## src/rtl/bsg_ral_sdr_test_pkg.sv

```systemverilog
// Shared types and constants for the SDR link test responder.
// Ports: none (package). Holds the FSM state enum, counter widths and
// the ready/and link width helper used to size link_sif ports.
package bsg_ral_sdr_test_pkg;

    typedef enum logic [1:0] {
        eIdle  = 2'd0,
        eRun   = 2'd1,
        eDrain = 2'd2
    } state_e;

    localparam int cnt_width_lp = 32;
    localparam int err_width_lp = 16;

    // ready/and link layout, MSB first: {v, data[flit_width-1:0], ready_and_rev}
    function automatic int link_sif_width(input int flit_width);
        return flit_width + 2;
    endfunction

endpackage

```

## src/rtl/bsg_fifo_1r1w_small.sv

```systemverilog
// Small registered FIFO with ready/valid on the write side and valid/yumi on the read side.
// Ports: clk_i, reset_n_i (async active-low), v_i/ready_o/data_i enqueue, v_o/data_o/yumi_i dequeue.
// ready_o depends only on stored occupancy; a same-cycle dequeue never frees a slot for a full FIFO.
module bsg_fifo_1r1w_small #(
    parameter int width_p = 8,
    parameter int els_p   = 4
) (
    input  logic               clk_i,
    input  logic               reset_n_i,
    input  logic               v_i,
    output logic               ready_o,
    input  logic [width_p-1:0] data_i,
    output logic               v_o,
    output logic [width_p-1:0] data_o,
    input  logic               yumi_i
);

    localparam int ptr_w_lp = (els_p > 1) ? $clog2(els_p) : 1;
    localparam int cnt_w_lp = $clog2(els_p + 1);

    logic [width_p-1:0]  mem_q [els_p];
    logic [ptr_w_lp-1:0] rptr_q, wptr_q;
    logic [cnt_w_lp-1:0] count_q;
    logic                enq, deq;

    assign ready_o = (count_q != cnt_w_lp'(els_p));
    assign v_o     = (count_q != '0);
    assign data_o  = mem_q[rptr_q];
    assign enq     = v_i & ready_o;
    assign deq     = yumi_i & v_o;

    // Storage carries no reset; occupancy alone decides what is valid.
    always_ff @(posedge clk_i) begin
        if (enq) begin
            mem_q[wptr_q] <= data_i;
        end
    end

    always_ff @(posedge clk_i or negedge reset_n_i) begin
        if (!reset_n_i) begin
            rptr_q  <= '0;
            wptr_q  <= '0;
            count_q <= '0;
        end else begin
            if (enq) begin
                wptr_q <= (wptr_q == ptr_w_lp'(els_p - 1)) ? '0 : wptr_q + 1'b1;
            end
            if (deq) begin
                rptr_q <= (rptr_q == ptr_w_lp'(els_p - 1)) ? '0 : rptr_q + 1'b1;
            end
            case ({enq, deq})
                2'b10:   count_q <= count_q + 1'b1;
                2'b01:   count_q <= count_q - 1'b1;
                default: count_q <= count_q;
            endcase
        end
    end

endmodule

```

## src/rtl/bsg_ral_sdr_pattern_gen.sv

```systemverilog
// Expected-flit generator: channel c of flit n carries (n + c) mod 2^channel_width_p.
// Ports: clk_i, reset_n_i (async active-low), yumi_i advances to the next flit,
// o is the expected flit for the current index (combinational from the index register).
module bsg_ral_sdr_pattern_gen #(
    parameter int channel_width_p = 8,
    parameter int num_channels_p  = 4
) (
    input  logic                                      clk_i,
    input  logic                                      reset_n_i,
    input  logic                                      yumi_i,
    output logic [channel_width_p*num_channels_p-1:0] o
);

    // Only the low channel_width_p bits of the index matter for the pattern.
    logic [channel_width_p-1:0] idx_q;

    always_ff @(posedge clk_i or negedge reset_n_i) begin
        if (!reset_n_i) begin
            idx_q <= '0;
        end else if (yumi_i) begin
            idx_q <= idx_q + 1'b1;
        end
    end

    always_comb begin
        o = '0;
        for (int c = 0; c < num_channels_p; c++) begin
            o[c*channel_width_p +: channel_width_p] = idx_q + channel_width_p'(c);
        end
    end

endmodule

```

## src/rtl/bsg_ral_link_sdr_echo_node.sv

```systemverilog
// Responder end of the SDR ready/and link test: checks each accepted flit against
// a locally generated pattern, buffers it and echoes it back unchanged and in order.
// Ports: clk_i, reset_n_i (async active-low), en_i run enable, link_sif_i/link_sif_o
// ready/and link {v, data, ready_and_rev}; busy_o, error_o, err_count_o,
// first_err_idx_o, received_o, echoed_o status.
module bsg_ral_link_sdr_echo_node
    import bsg_ral_sdr_test_pkg::*;
#(
    parameter int flit_width_p    = 32,
    parameter int channel_width_p = 8,
    parameter int els_p           = 4,
    localparam int num_channels_lp   = flit_width_p / channel_width_p,
    localparam int link_sif_width_lp = link_sif_width(flit_width_p)
) (
    input  logic                         clk_i,
    input  logic                         reset_n_i,
    input  logic                         en_i,
    input  logic [link_sif_width_lp-1:0] link_sif_i,
    output logic [link_sif_width_lp-1:0] link_sif_o,
    output logic                         busy_o,
    output logic                         error_o,
    output logic [err_width_lp-1:0]      err_count_o,
    output logic [cnt_width_lp-1:0]      first_err_idx_o,
    output logic [cnt_width_lp-1:0]      received_o,
    output logic [cnt_width_lp-1:0]      echoed_o
);

    typedef struct packed {
        logic                    v;
        logic [flit_width_p-1:0] data;
        logic                    ready_and_rev;
    } link_sif_s;

    link_sif_s link_in, link_out;
    assign link_in    = link_sif_i;
    assign link_sif_o = link_out;

    state_e state_q, state_n;

    logic                    fifo_ready, fifo_v;
    logic [flit_width_p-1:0] fifo_data, expected;
    logic                    ready, accept, deq, mismatch;

    logic                    error_q;
    logic [err_width_lp-1:0] err_count_q;
    logic [cnt_width_lp-1:0] first_err_q, received_q, echoed_q;

    // Accept depends on registered state plus en_i only; nothing from link_sif_i.
    assign ready    = (state_q == eRun) & en_i & fifo_ready;
    assign accept   = link_in.v & ready;
    assign deq      = fifo_v & link_in.ready_and_rev;
    assign mismatch = accept & (link_in.data != expected);

    always_ff @(posedge clk_i or negedge reset_n_i) begin
        if (!reset_n_i) begin
            state_q <= eIdle;
        end else begin
            state_q <= state_n;
        end
    end

    always_comb begin
        state_n = state_q;
        case (state_q)
            eIdle:   if (en_i)    state_n = eRun;
            eRun:    if (!en_i)   state_n = eDrain;
            eDrain:  if (!fifo_v) state_n = eIdle;
            default: state_n = eIdle;
        endcase
    end

    bsg_ral_sdr_pattern_gen #(
        .channel_width_p(channel_width_p),
        .num_channels_p (num_channels_lp)
    ) pattern (
        .clk_i    (clk_i),
        .reset_n_i(reset_n_i),
        .yumi_i   (accept),
        .o        (expected)
    );

    bsg_fifo_1r1w_small #(
        .width_p(flit_width_p),
        .els_p  (els_p)
    ) echo_fifo (
        .clk_i    (clk_i),
        .reset_n_i(reset_n_i),
        .v_i      (accept),
        .ready_o  (fifo_ready),
        .data_i   (link_in.data),
        .v_o      (fifo_v),
        .data_o   (fifo_data),
        .yumi_i   (deq)
    );

    always_ff @(posedge clk_i or negedge reset_n_i) begin
        if (!reset_n_i) begin
            error_q     <= 1'b0;
            err_count_q <= '0;
            first_err_q <= '0;
            received_q  <= '0;
            echoed_q    <= '0;
        end else begin
            if (accept) begin
                received_q <= received_q + 1'b1;
            end
            if (deq) begin
                echoed_q <= echoed_q + 1'b1;
            end
            if (mismatch) begin
                error_q <= 1'b1;
                // Index is only captured for the very first mismatch since reset.
                if (err_count_q == '0) begin
                    first_err_q <= received_q;
                end
                if (err_count_q != '1) begin
                    err_count_q <= err_count_q + 1'b1;
                end
            end
        end
    end

    always_comb begin
        link_out               = '0;
        link_out.v             = fifo_v;
        link_out.data          = fifo_data;
        link_out.ready_and_rev = ready;
    end

    assign busy_o          = (state_q != eIdle);
    assign error_o         = error_q;
    assign err_count_o     = err_count_q;
    assign first_err_idx_o = first_err_q;
    assign received_o      = received_q;
    assign echoed_o        = echoed_q;

endmodule

```

## config.mk

```make
export PLATFORM = sky130hd
export DESIGN_NAME = bsg_ral_link_sdr_echo_node
export DESIGN_NICKNAME = d
export VERILOG_FILES = /design/src/rtl/bsg_ral_sdr_test_pkg.sv /design/src/rtl/bsg_fifo_1r1w_small.sv /design/src/rtl/bsg_ral_sdr_pattern_gen.sv /design/src/rtl/bsg_ral_link_sdr_echo_node.sv
export SDC_FILE = /design/constraint.sdc
export NUM_CORES = 1
export LEC_CHECK = 0
export ABC_AREA = 1
export CELL_PAD_IN_SITES_DETAIL_PLACEMENT = 0
export CELL_PAD_IN_SITES_GLOBAL_PLACEMENT = 2
export CORE_MARGIN = 2
export CORE_UTILIZATION = 29
export CTS_CLUSTER_DIAMETER = 50
export CTS_CLUSTER_SIZE = 20
export DETAILED_ROUTE_END_ITERATION = 8
export PLACE_DENSITY = 0.74
export SYNTH_ARGS = -nofsm -noshare
export SYNTH_HDL_FRONTEND = slang
export SYNTH_SLANG_ARGS = --single-unit
```

## constraint.sdc

```tcl
create_clock -name clk_i -period 7.05 [get_ports clk_i]
set_input_delay 1.7625 -clock clk_i [delete_from_list [all_inputs] [get_ports clk_i]]
set_output_delay 1.7625 -clock clk_i [all_outputs]
set_load 0.01 [all_outputs]
```

==> impl_results.md <==
* Synth area leaders: edfxtp_1, dfrtp_1, nand2_1
* Instance count on the critical path at 6
* Die area at 42600 µm²
* Delay-heaviest family, CP: buffers and inverters
* CP Cell Sequence: clkdlybuf4s50_1 > inv_1 > nor2_1 > nand2_1 > inv_1 > clkdlybuf4s50_1
* Initial antenna violation count at 1
* Ant diodes at 0
* First-pass GRT wire length at 51400 µm
* Relative slew slack at 29.5%
* Sum of buffers and inverters on the critical path at 4
* Row count at 74
* Core area at 40600 µm²
* Final Hold Viols at 0
* Netlist Area Pre-Place at 11900 µm²
* Measured slew at the worst slew-check pin at 1060 ps
* Reg2reg path depth at 12
* Fmax at 199 MHz
* Cells after synthesis at 1202
* Slew Limit Fails at 0
* Bufs on Longest Clock Path at 3
* Clk_lat worst skew at 580 ps
* DIE WIDTH at 206 µm
* Tmin final at 5040 ps
* Final WL at 32900 µm
* Pwr Density at 325 nW/µm²
* Total GRT Usage at 15.4%
* Commonest non-fill, non-tap cell in the layout: nand2_1
* GP Congestion at 0.759
* Main synth FF type: dfrtp_1
* Cell leakage power at 6.28 nW
* Final #Nets at 1433
* Outcome: finished clean
* HPWL after DPL at 21700 µm
* Number of buffers added on ports at 184
* Dpl cell area at 14300 µm²
* I/O pins at 185
* RSZ-0062 raised after global routing: no
* Synthesized flop and latch total at 258
* Cts repair resizes at 0
* Most frequent cells in the layout: nand2_1, clkdlybuf4s50_1, dfrtp_1, edfxtp_1, nor2_1
* Max layer used: met5
* Required time of the critical path at 5290 ps
* Worst path slowest cell: clkdlybuf4s50_1
* P&R area growth vs syn at 28.8%
* Syn_area_per_cell at 9.89 µm²
* CTS sink cnt at 258
* Root Driver: clkbuf_16
* Hold path cells at 1
* Number of synthesized flops with an enable pin at 128
* Initial DRC count at 415
* Starting Density at 29.2%
* Reg clk slew, reported paths at 60 ps
* Vias in the first global route at 8960
* Postcts setup bufs at 0
* Pre-antenna DRT Iters at 5
* Layout cells sized above 1 at 6.34%
* Post-Syn Nets at 1254
* WL/cell at 17.0 µm
* Critical Path Start Type: primary input
* Crit-path max FO at 2
* HP Class: flip-flop to flip-flop
* Largest net degree at the start of global routing at 75
* Distinct cell type count after synthesis at 33
* Critical path type: primary input to output port
* Grt total ovfl at 0
* Fin Hold WS at 457 ps
* TritonCTS Buffers at 31
* Final Skew at 18.5 ps
* CP peak stage delay at 560 ps
* Setup violations, final at 0
* Die Y at 206 µm
* Post-Layout Inst Area at 15300 µm²
* Via count at 9050
* CP Capture Type: output port
* Hold_buf cts at 0
* Wl on met1 at 15300 µm
* Drt via density at 4.67
* DRC at 0
* Final Power at 4.98 mW
* Tcrit/Tclk final at 71.4%
* Share of the synthesized area in the top cell type at 32.3%
* CTS H-tree depth at 1
* Met3 wire len at 2100 µm
* Met2 WL at 15000 µm
* Synth area leader: edfxtp_1
* Setup_tns at 0 ps
* Post-route ant nets at 0
* Ys Warns at 0
* Worst EP arrival at 3270 ps
* Peak supply drop at 0.000189 V
* TritonCTS clock tree: done
* Post-synthesis sequential area ratio at 59.7%
* Async set-reset flop share out of synthesis at 50.4%
* Max-cap viol count at 0
==> cells in the mapped netlist (2+ instances only) <==
master and count:
a21oi_1 2, buf_1 6, buf_2 9, buf_4 10, clkbuf_1 25, dfrtp_1 130, edfxtp_1 128, ha_1 14
inv_1 88, inv_2 3, nand2_1 265, nand3_1 59, nand3_2 4, nand3b_1 7, nand4_1 71, nor2_1 128
nor2_2 4, nor3_1 18, nor3_2 3, nor4_1 9, o21ai_0 83, o22ai_1 32, xnor2_1 42, xor2_1 53
==> power breakdown <==
part	total [mW]	internal [mW]	switching (mW)
logic	1.53	0.636	0.898
clock network	1.57	0.847	0.725
registers	1.88	1.71	0.164
==> area by class of cell <==
class | count | area [µm²]
Fill cell | 4065 | 25300
Sequential cell | 258 | 7100
Multi-Input combinational cell | 802 | 4240
Timing Repair Buffer | 196 | 1930
Clock buffer | 31 | 776
Tap cell | 532 | 666
Inverter | 92 | 345
Clock inverter | 25 | 251
==> metrics by stage <==
step           setup slack, ps  utilization [%]  cells
6_report                  2010             37.7   1936
4_1_cts                   1980             37.7   1936
3_5_place_dp              1990             35.1   1880
3_3_place_gp              1970             35.1   1880
5_1_grt                   1910             37.7   1936
2_1_floorplan             2870                -   1202
==> worst reg2reg max path: stages (launching register included) <==
cell     delay [ps]
dfrtp_1         700
inv_1           180
ha_1            490
xor2_1          220
nand2_1         110
nor2_1           60
nand3_1          90
nor2_1           50
nand3_2          60
buf_4           450
nand3_2         740
nand2_1         240
nand2_1          80
==> sequential cells by signal, indices dropped and copies added (netlist names) <==
name and flops:
echo_fifo.mem_q 128, state_q 2, echo_fifo.count_q 3, err_count_o 16, echo_fifo.wptr_q 2, pattern.idx_q 8
error_o 1, echo_fifo.rptr_q 2, received_o 32, first_err_idx_o 32, echoed_o 32
==> metal layers <==
metal | up-vias | global-route usage, %
li1 | 4437 | -
met1 | 4375 | 21.1
met2 | 200 | 24.7
met3 | 36 | 3.50
met4 | 2 | 3.49
met5 | - | 0
==> worst paths after layout <==
| kind | startpoint | end | slack, ps |
|---|---|---|---|
| min in group asynchronous | reset_n_i | error_o | 1200 |
| min reg2reg | error_o | error_o | 460 |
| max in group asynchronous | reset_n_i | echo_fifo.rptr_q[0] | 4500 |
| max | en_i | link_sif_o[0] | 2010 |
| min | error_o | error_o | 460 |
| max reg2reg | pattern.idx_q[0] | first_err_idx_o[21] | 3470 |
==> cell families (layout without fill, tap and decap cells) <==
family | after synthesis | in the layout | share of synthesized area (%)
compound gates | 120 | 120 | 5.43
xor+xnor | 95 | 95 | 7.00
fa+ha+maj | 15 | 15 | 1.64
buf+inv | 142 | 344 | 4.89
flops | 258 | 258 | 59.7
simple gates | 572 | 572 | 21.3
Note: power is estimated with default switching activity, not from simulation.
